## config.mk

```make
export PLATFORM = sky130hd
export DESIGN_NAME = calc_dispatcher
export DESIGN_NICKNAME = d
export VERILOG_FILES = /design/src/rtl/calc_dispatcher.sv
export SDC_FILE = /design/constraint.sdc
export NUM_CORES = 1
export LEC_CHECK = 0
export CORE_UTILIZATION = 45
export CTS_BUF_LIST = sky130_fd_sc_hd__clkbuf_8
export CTS_CLUSTER_DIAMETER = 30
export DETAILED_ROUTE_END_ITERATION = 10
export PLACE_DENSITY = 0.79
export SYNTH_ARGS = -nofsm -noshare
export SYNTH_HDL_FRONTEND = slang
export SYNTH_SLANG_ARGS = --single-unit
```

## constraint.sdc

```tcl
create_clock -name clock_i -period 5.75 [get_ports clock_i]
set_clock_uncertainty 0.15 [all_clocks]
set_input_delay 1.15 -clock clock_i [delete_from_list [all_inputs] [get_ports clock_i]]
set_output_delay 1.15 -clock clock_i [all_outputs]
set_load 0.02 [all_outputs]
```

## src/rtl/calc_dispatcher.sv

```systemverilog
`timescale 1ns/1ps
`default_nettype none
// ============================================================================
// Module   : calc_dispatcher
// Brief    : Buffers calculator commands in a FIFO and issues them one at a
//            time to the core: start pulse, wait for done edge, then respond.
//            Define DISPATCH_TIMEOUT_EN to add the WAIT watchdog and rsp_err_o.
// Revision : 1.0 - initial release
// ============================================================================
module calc_dispatcher #(
  parameter int WIDTH   = 8,
  parameter int DEPTH   = 4,
  parameter int TIMEOUT = 255
) (
  input  logic                   clock_i,
  input  logic                   reset_i,
  input  logic                   cmd_valid_i,
  output logic                   cmd_ready_o,
  input  logic [WIDTH-1:0]       cmd_a_i,
  input  logic [WIDTH-1:0]       cmd_b_i,
  input  logic [1:0]             cmd_fct_i,
  output logic                   calc_start_o,
  output logic [WIDTH-1:0]       calc_a_o,
  output logic [WIDTH-1:0]       calc_b_o,
  output logic [1:0]             calc_fct_o,
  input  logic                   calc_done_i,
  input  logic [2*WIDTH-1:0]     calc_res_i,
  input  logic [2*WIDTH-1:0]     calc_rem_i,
  output logic                   rsp_valid_o,
  input  logic                   rsp_ready_i,
  output logic [2*WIDTH-1:0]     rsp_res_o,
  output logic [2*WIDTH-1:0]     rsp_rem_o,
  output logic [1:0]             rsp_fct_o,
  output logic [$clog2(DEPTH):0] pending_o,
  output logic                   busy_o
`ifdef DISPATCH_TIMEOUT_EN
 ,output logic                   rsp_err_o
`endif
);

  localparam int c_AW = $clog2(DEPTH);
  localparam int c_CW = c_AW + 1;

  typedef enum logic [1:0] {
    S_IDLE  = 2'd0,
    S_ISSUE = 2'd1,
    S_WAIT  = 2'd2,
    S_RESP  = 2'd3
  } state_t;

  if (DEPTH < 2 || (DEPTH & (DEPTH - 1)) != 0 || TIMEOUT < 1) begin : g_bad_params
    $error("calc_dispatcher: DEPTH must be a power of 2 >= 2 and TIMEOUT >= 1");
  end

  state_t             r_state, w_state_next;
  logic [WIDTH-1:0]   r_mem_a   [DEPTH];
  logic [WIDTH-1:0]   r_mem_b   [DEPTH];
  logic [1:0]         r_mem_fct [DEPTH];
  logic [c_AW-1:0]    r_wr_ptr, r_rd_ptr;
  logic [c_CW-1:0]    r_count, w_count_next;
  logic               r_ready, r_done_q;
  logic [WIDTH-1:0]   r_op_a, r_op_b;
  logic [1:0]         r_op_fct;
  logic [2*WIDTH-1:0] r_rsp_res, r_rsp_rem;
  logic [1:0]         r_rsp_fct;
  logic               w_push, w_pop, w_done_evt, w_capture;

  assign w_push       = cmd_valid_i & r_ready;
  assign w_done_evt   = calc_done_i & ~r_done_q;
  assign w_count_next = r_count + c_CW'(w_push) - c_CW'(w_pop);

`ifdef DISPATCH_TIMEOUT_EN
  localparam int c_TW = $clog2(TIMEOUT + 1);
  logic [c_TW-1:0] r_wait_cnt;
  logic            w_timeout;
  logic            r_rsp_err;
`endif

  always_comb begin
    w_state_next = r_state;
    w_pop        = 1'b0;
    w_capture    = 1'b0;
    calc_start_o = 1'b0;
`ifdef DISPATCH_TIMEOUT_EN
    w_timeout    = 1'b0;
`endif
    case (r_state)
      S_IDLE: begin
        if (r_count != '0) begin
          w_pop        = 1'b1;
          w_state_next = S_ISSUE;
        end
      end
      S_ISSUE: begin
        calc_start_o = 1'b1;
        w_state_next = S_WAIT;
      end
      S_WAIT: begin
        if (w_done_evt) begin
          w_capture    = 1'b1;
          w_state_next = S_RESP;
        end
`ifdef DISPATCH_TIMEOUT_EN
        else if (r_wait_cnt == c_TW'(TIMEOUT - 1)) begin
          w_timeout    = 1'b1;
          w_state_next = S_RESP;
        end
`endif
      end
      S_RESP: begin
        if (rsp_ready_i) w_state_next = S_IDLE;
      end
      default: w_state_next = S_IDLE;
    endcase
  end

  // Storage needs no reset: only entries counted by r_count are ever read.
  always_ff @(posedge clock_i) begin
    if (w_push) begin
      r_mem_a[r_wr_ptr]   <= cmd_a_i;
      r_mem_b[r_wr_ptr]   <= cmd_b_i;
      r_mem_fct[r_wr_ptr] <= cmd_fct_i;
    end
  end

  always_ff @(posedge clock_i) begin
    if (reset_i) begin
      r_state   <= S_IDLE;
      r_wr_ptr  <= '0;
      r_rd_ptr  <= '0;
      r_count   <= '0;
      r_ready   <= 1'b0;
      r_done_q  <= 1'b0;
      r_op_a    <= '0;
      r_op_b    <= '0;
      r_op_fct  <= '0;
      r_rsp_res <= '0;
      r_rsp_rem <= '0;
      r_rsp_fct <= '0;
    end else begin
      r_state  <= w_state_next;
      r_count  <= w_count_next;
      r_ready  <= (w_count_next < c_CW'(DEPTH));
      r_done_q <= calc_done_i;
      if (w_push) r_wr_ptr <= r_wr_ptr + c_AW'(1);
      if (w_pop) begin
        r_rd_ptr <= r_rd_ptr + c_AW'(1);
        r_op_a   <= r_mem_a[r_rd_ptr];
        r_op_b   <= r_mem_b[r_rd_ptr];
        r_op_fct <= r_mem_fct[r_rd_ptr];
      end
      if (w_capture) begin
        r_rsp_res <= calc_res_i;
        r_rsp_rem <= calc_rem_i;
        r_rsp_fct <= r_op_fct;
      end
`ifdef DISPATCH_TIMEOUT_EN
      else if (w_timeout) begin
        r_rsp_res <= '0;
        r_rsp_rem <= '0;
        r_rsp_fct <= r_op_fct;
      end
`endif
    end
  end

`ifdef DISPATCH_TIMEOUT_EN
  always_ff @(posedge clock_i) begin
    if (reset_i) begin
      r_wait_cnt <= '0;
      r_rsp_err  <= 1'b0;
    end else begin
      if (r_state == S_ISSUE)     r_wait_cnt <= '0;
      else if (r_state == S_WAIT) r_wait_cnt <= r_wait_cnt + c_TW'(1);
      if (w_capture)      r_rsp_err <= 1'b0;
      else if (w_timeout) r_rsp_err <= 1'b1;
    end
  end
  assign rsp_err_o = r_rsp_err;
`endif

  assign cmd_ready_o = r_ready;
  assign calc_a_o    = r_op_a;
  assign calc_b_o    = r_op_b;
  assign calc_fct_o  = r_op_fct;
  assign rsp_valid_o = (r_state == S_RESP);
  assign rsp_res_o   = r_rsp_res;
  assign rsp_rem_o   = r_rsp_rem;
  assign rsp_fct_o   = r_rsp_fct;
  assign pending_o   = r_count;
  assign busy_o      = (r_state != S_IDLE);

endmodule
`default_nettype wire

```

==> Word level (Yosys, flattened, before mapping) <==
Memories as Yosys holds them, arrays and structs flattened. A register that Yosys moved wholly into a read port is not among the register bits.
Cells that the tools add are included.
{ "op_classes": {"addsub": 4, "n_lt_le_gt_ge": 1, "eq_ne": 6, "mux": 11, "bitwise": 3, "n_reduce_logical": 4} }
{ "op_table": {"columns": ["op", "count"], "rows": [
  ["one-hot mux 2 bit (4 select lines)", 1],
  ["2-to-1 mux 1 bit", 7],
  ["2-to-1 mux 2 bit", 3],
  ["adder 2 x 1 -> 2 bit, second input constant", 2],
  ["== test 2 bit, second input constant", 2],
  ["!= test 2 bit, second input constant", 2],
  ["adder 3 x 1 -> 3 bit", 1],
  ["< comparator 3 bit, second input constant", 1],
  ["AND reduction 3 bit", 1],
  ["nonzero test 3 bit", 1],
  ["subtractor 3 x 1 -> 3 bit", 1],
  ["bitwise AND 1 bit", 2],
  ["== test 2 x 1 -> 1 bit, second input constant", 1],
  ["logical NOT 2 bit", 1],
  ["!= test 2 x 1 -> 1 bit, second input constant", 1],
  ["nonzero test 2 bit", 1],
  ["NOT 1 bit", 1]
]} }
{ "word_totals": {"register_bits": 45, "mem_bits_rw": 72, "n_memories": 3} }
{ "mem_list": {"columns": ["memory", "words", "word_bits", "read_ports", "rd_clocked_by_memory_dff", "write_ports", "line_no", "text"], "rows": [
  ["r_mem_a", 4, 8, 1, 1, 1, "56", "logic [WIDTH-1:0] r_mem_a [DEPTH];"],
  ["r_mem_b", 4, 8, 1, 1, 1, "57", "logic [WIDTH-1:0] r_mem_b [DEPTH];"],
  ["r_mem_fct", 4, 2, 1, 1, 1, "58", "logic [1:0] r_mem_fct [DEPTH];"]
]} }

==> Longest topological paths before layout <==
{ "logic_depth": {"depth_word": 5, "ltp_mapped": 11, "depth_no_buf": 11} }

==> Least setup slack after synthesis <==
Ideal clock, no wire load.
{ "synth_timing": {"kind": "in2reg", "start": "input port cmd_valid_i", "end": "register r_ready, in the netlist cmd_ready_o", "arrival_ns": 2.516, "required_time_ns": 5.476, "setup_slack_ns": 2.959, "stages": 9, "cell_sequence": "nand2_1 -> ha_1 -> inv_1 -> ha_1 -> inv_1 -> fa_1 -> xor2_1 -> xnor2_1 -> nor2b_1"} }
{ "synth_between": {"elab_chain_len": 4} }
{ "synth_lines": {"columns": ["element", "line_no", "text"], "rows": [
  ["from (decl)", "17", "input logic cmd_valid_i,"],
  ["bitwise AND 1 bit", "68", "assign w_push = cmd_valid_i & r_ready;"],
  ["adder 3 x 1 -> 3 bit", "70", "assign w_count_next = r_count + c_CW'(w_push) - c_CW'(w_pop);"],
  ["subtractor 3 x 1 -> 3 bit", "70", null],
  ["< comparator 3 bit", "143", "r_ready <= (w_count_next < c_CW'(DEPTH));"],
  ["to (signal assigned)", "143", null],
  ["to (decl)", "61", "logic r_ready, r_done_q;"]
]} }
Every way passes these cells.
A chain may end at the register's enable or synchronous reset.

==> Worst setup path after layout <==
{ "layout_timing": {"start": "register r_state[0]", "end": "output port busy_o"} }
{ "layout_between": {"elab_chain_len": 1} }
{ "layout_lines": {"columns": ["element", "line_no", "text"], "rows": [
  ["from (decl)", "55", "state_t r_state, w_state_next;"],
  ["from (signal assigned)", "141", "r_state <= w_state_next;"],
  ["nonzero test 2 bit", "191", "assign busy_o = (r_state != S_IDLE);"],
  ["to (decl)", "35", "output logic busy_o"]
]} }
Every way passes these cells.

==> results.cfg <==
[outcome]
status = complete, no violations

[global_routing]
grt.total_usage_pct = 18.24
grt_max_degree = 50
grt_pass1_wl_um = 15480
grt-ovfl-total = 0
grt_pass1_vias = 3105
antenna_found_initial = 0

[logic_synthesis]
synth_ff_type = edfxtp_1
ys_ff_latch = 135
synth_common_cells = edfxtp_1 (72), nand2_1 (70), dfxtp_1 (63)
ys_warn_count = 0
yosysMostFrequentCell = edfxtp_1
ys_seq_area_share_pct = 68.92
synth_area_um2 = 4967
synth_nets = 414
synth.distinct_cells = 30
synth_edf_count = 72
synth.area.top_cells = edfxtp_1 (44%), dfxtp_1 (25%), mux4_2 (8.2%)
synth_async_sr_flop_share_pct = 0
synthCells = 347
synth_top_area_cell = edfxtp_1
synth_area_per_cell_um2 = 14.31
netlist.area_leader.share_pct = 43.53

[cts]
clock_latency_ns = 0.43
clock_path_buffers = 2
cts_tree = yes
cts.sinks = 135
cts_setup_buffers = 0
htree_levels = 4
root_buffer = clkbuf_8
clk_pin_slew_worst_paths_ns = 0.08
cts-resized-gates = 0
hold_buffers = 0
cts_buffers = 17

[sta]
layout_min_cycle_time_ns = 3.246
rsz0062_at_grt = false
maxSlewHeadroom_pct = 16.46
tightest_slew_ns = 1.249
worst_slack_ns = 2.504
drv_slew = 0
finalHoldViolCount = 0
max_freq_mhz = 308.1
fin_crit_sh_pct = 56.46
setup-tns-final_ns = 0
finalSetupViolations = 0

[routing]
vias = 3152
drc = 0
wire_per_inst_um = 16.18
first_pass_iters = 4
viasPerCell = 5.159
ant_nets = 0
wl_um = 9889
first_iter_violations = 195

[die]
row_count = 37
coreArea_um2 = 10510
start_util_pct = 47.27
die_w_um = 107.1
dieArea_um2 = 11460
ioPinCount = 114
die_y_um = 107.1

[pwr]
p_leak_nw = 2.258
power.density_nw_per_um2 = 421.9
ir_worst_vdd_mv = 0.3070

[worst_setup_path]
cp.required_ns = 4.45
worst-path-max-fanout = 4
endpoint_kind = output port
crit_type = reg2out
arrival_ns = 1.95
critPathLaunchType = flip-flop

[final_layout]
final_net_count = 529
post-route-util_pct = 62.63
insertedDiodeCount = 0
syn_to_final_growth_pct = 32.49
layout-drive-gt1-share_pct = 11.79

[place]
pre_cts_ws_ns = 2.260
gp_congestion = 0.7326
portBuffers = 113
dp_hpwl_um = 6487

[min_path]
hp-class = reg2reg

[flow_run]
drv_cap = 0
[per-stage QoR]
| step | instance area, µm² | total power [W] | hold slack, ns | std cells |
|---|---|---|---|---|
| after floorplan | 4967 | 0.001719 | 0.3192 | 347 |
| after global placement | 6171 | 0.001997 | 0.2917 | 579 |
| after detailed placement | 6171 | 0.002019 | 0.2959 | 579 |
| after CTS | 6581 | 0.002805 | 0.3075 | 611 |
| after global routing | 6581 | 0.002909 | 0.3247 | 611 |
| final | 6581 | 0.002776 | 0.3057 | 611 |
[logic make-up (layout without fill, tap and decap cells)]
logic type	count (synthesis)	after routing	synth area share, %
xor+xnor	5	5	0.8818
simple gates	92	92	8.413
buf+inv	26	154	2.620
fa+ha+maj	12	12	3.174
mux	20	20	8.564
flops	135	135	68.92
compound gates	57	57	7.431
[routing by layer]
| layer | up-vias | GRT usage [%] | routed length (µm) | part of all wire [%] |
|---|---|---|---|---|
| li1 | 1491 | - | - | - |
| met4 | 0 | 7.926 | 230 | 2.3 |
| met2 | 99 | 30.51 | 4847 | 49 |
| met3 | 22 | 4.924 | 581 | 5.9 |
| met5 | - | 0 | 0 | 0 |
| met1 | 1540 | 22.17 | 4230 | 43 |
[cell usage in the layout (no fill, tap or decap), drive strengths merged, types with 2 or more instances in the layout]
cell type,Yosys,final
inv,8,18
clkbuf,4,17
and3,4,4
nor3,2,2
nand2,70,70
xor2,2,2
a22o,18,18
clkdlybuf4s50,0,112
nor2,6,6
mux4,18,18
nand2b,4,4
nor2b,3,3
ha,11,11
mux2i,2,2
edfxtp,72,72
clkinv,0,3
dfxtp,63,63
xnor2,3,3
a21oi,35,35
buf,14,2
[where the power goes]
group	leakage [nW]	switching [W]	internal, W
clock network	0.208	0.000414	0.000371
registers	1.16	0.0000905	0.00114
logic	0.886	0.000383	0.000383
total	2.26	0.000887	0.00189
[path summary, 6_finish.rpt]
path / endpoint / cells past startpoint / slack (ns) / from
hold reg to reg: rsp_fct_o[0] / 2 / 0.31 / rsp_fct_o[0]
hold / removal: rsp_fct_o[0] / 2 / 0.31 / rsp_fct_o[0]
setup / recovery: busy_o / 4 / 2.50 / r_state[0]
setup reg to reg: cmd_ready_o / 11 / 3.13 / r_state[0]
[flip-flops by register name, indices dropped and copies added (netlist names), 3 cells and up]
name,cells
calc_a_o,8
rsp_res_o,16
r_mem_b,32
rsp_rem_o,16
r_mem_fct,8
calc_b_o,8
pending_o,3
r_mem_a,32
[critical path: stages, from the launching register on]
cell and delay [ns]:
dfxtp_1 0.38, inv_1 0.12, ha_1 0.27, inv_1 0.13, clkdlybuf4s50_1 0.63
[cell type report]
class | instances | area [µm²]
Timing Repair Buffer | 114 | 1134
Clock buffer | 17 | 234.0
Multi-Input combinational cell | 186 | 1414
Inverter | 8 | 30.03
Tap cell | 136 | 170.2
Clock inverter | 15 | 176.4
Fill cell | 815 | 3928
Sequential cell | 135 | 3423
No activity file was read; power rests on OpenSTA's default activity.
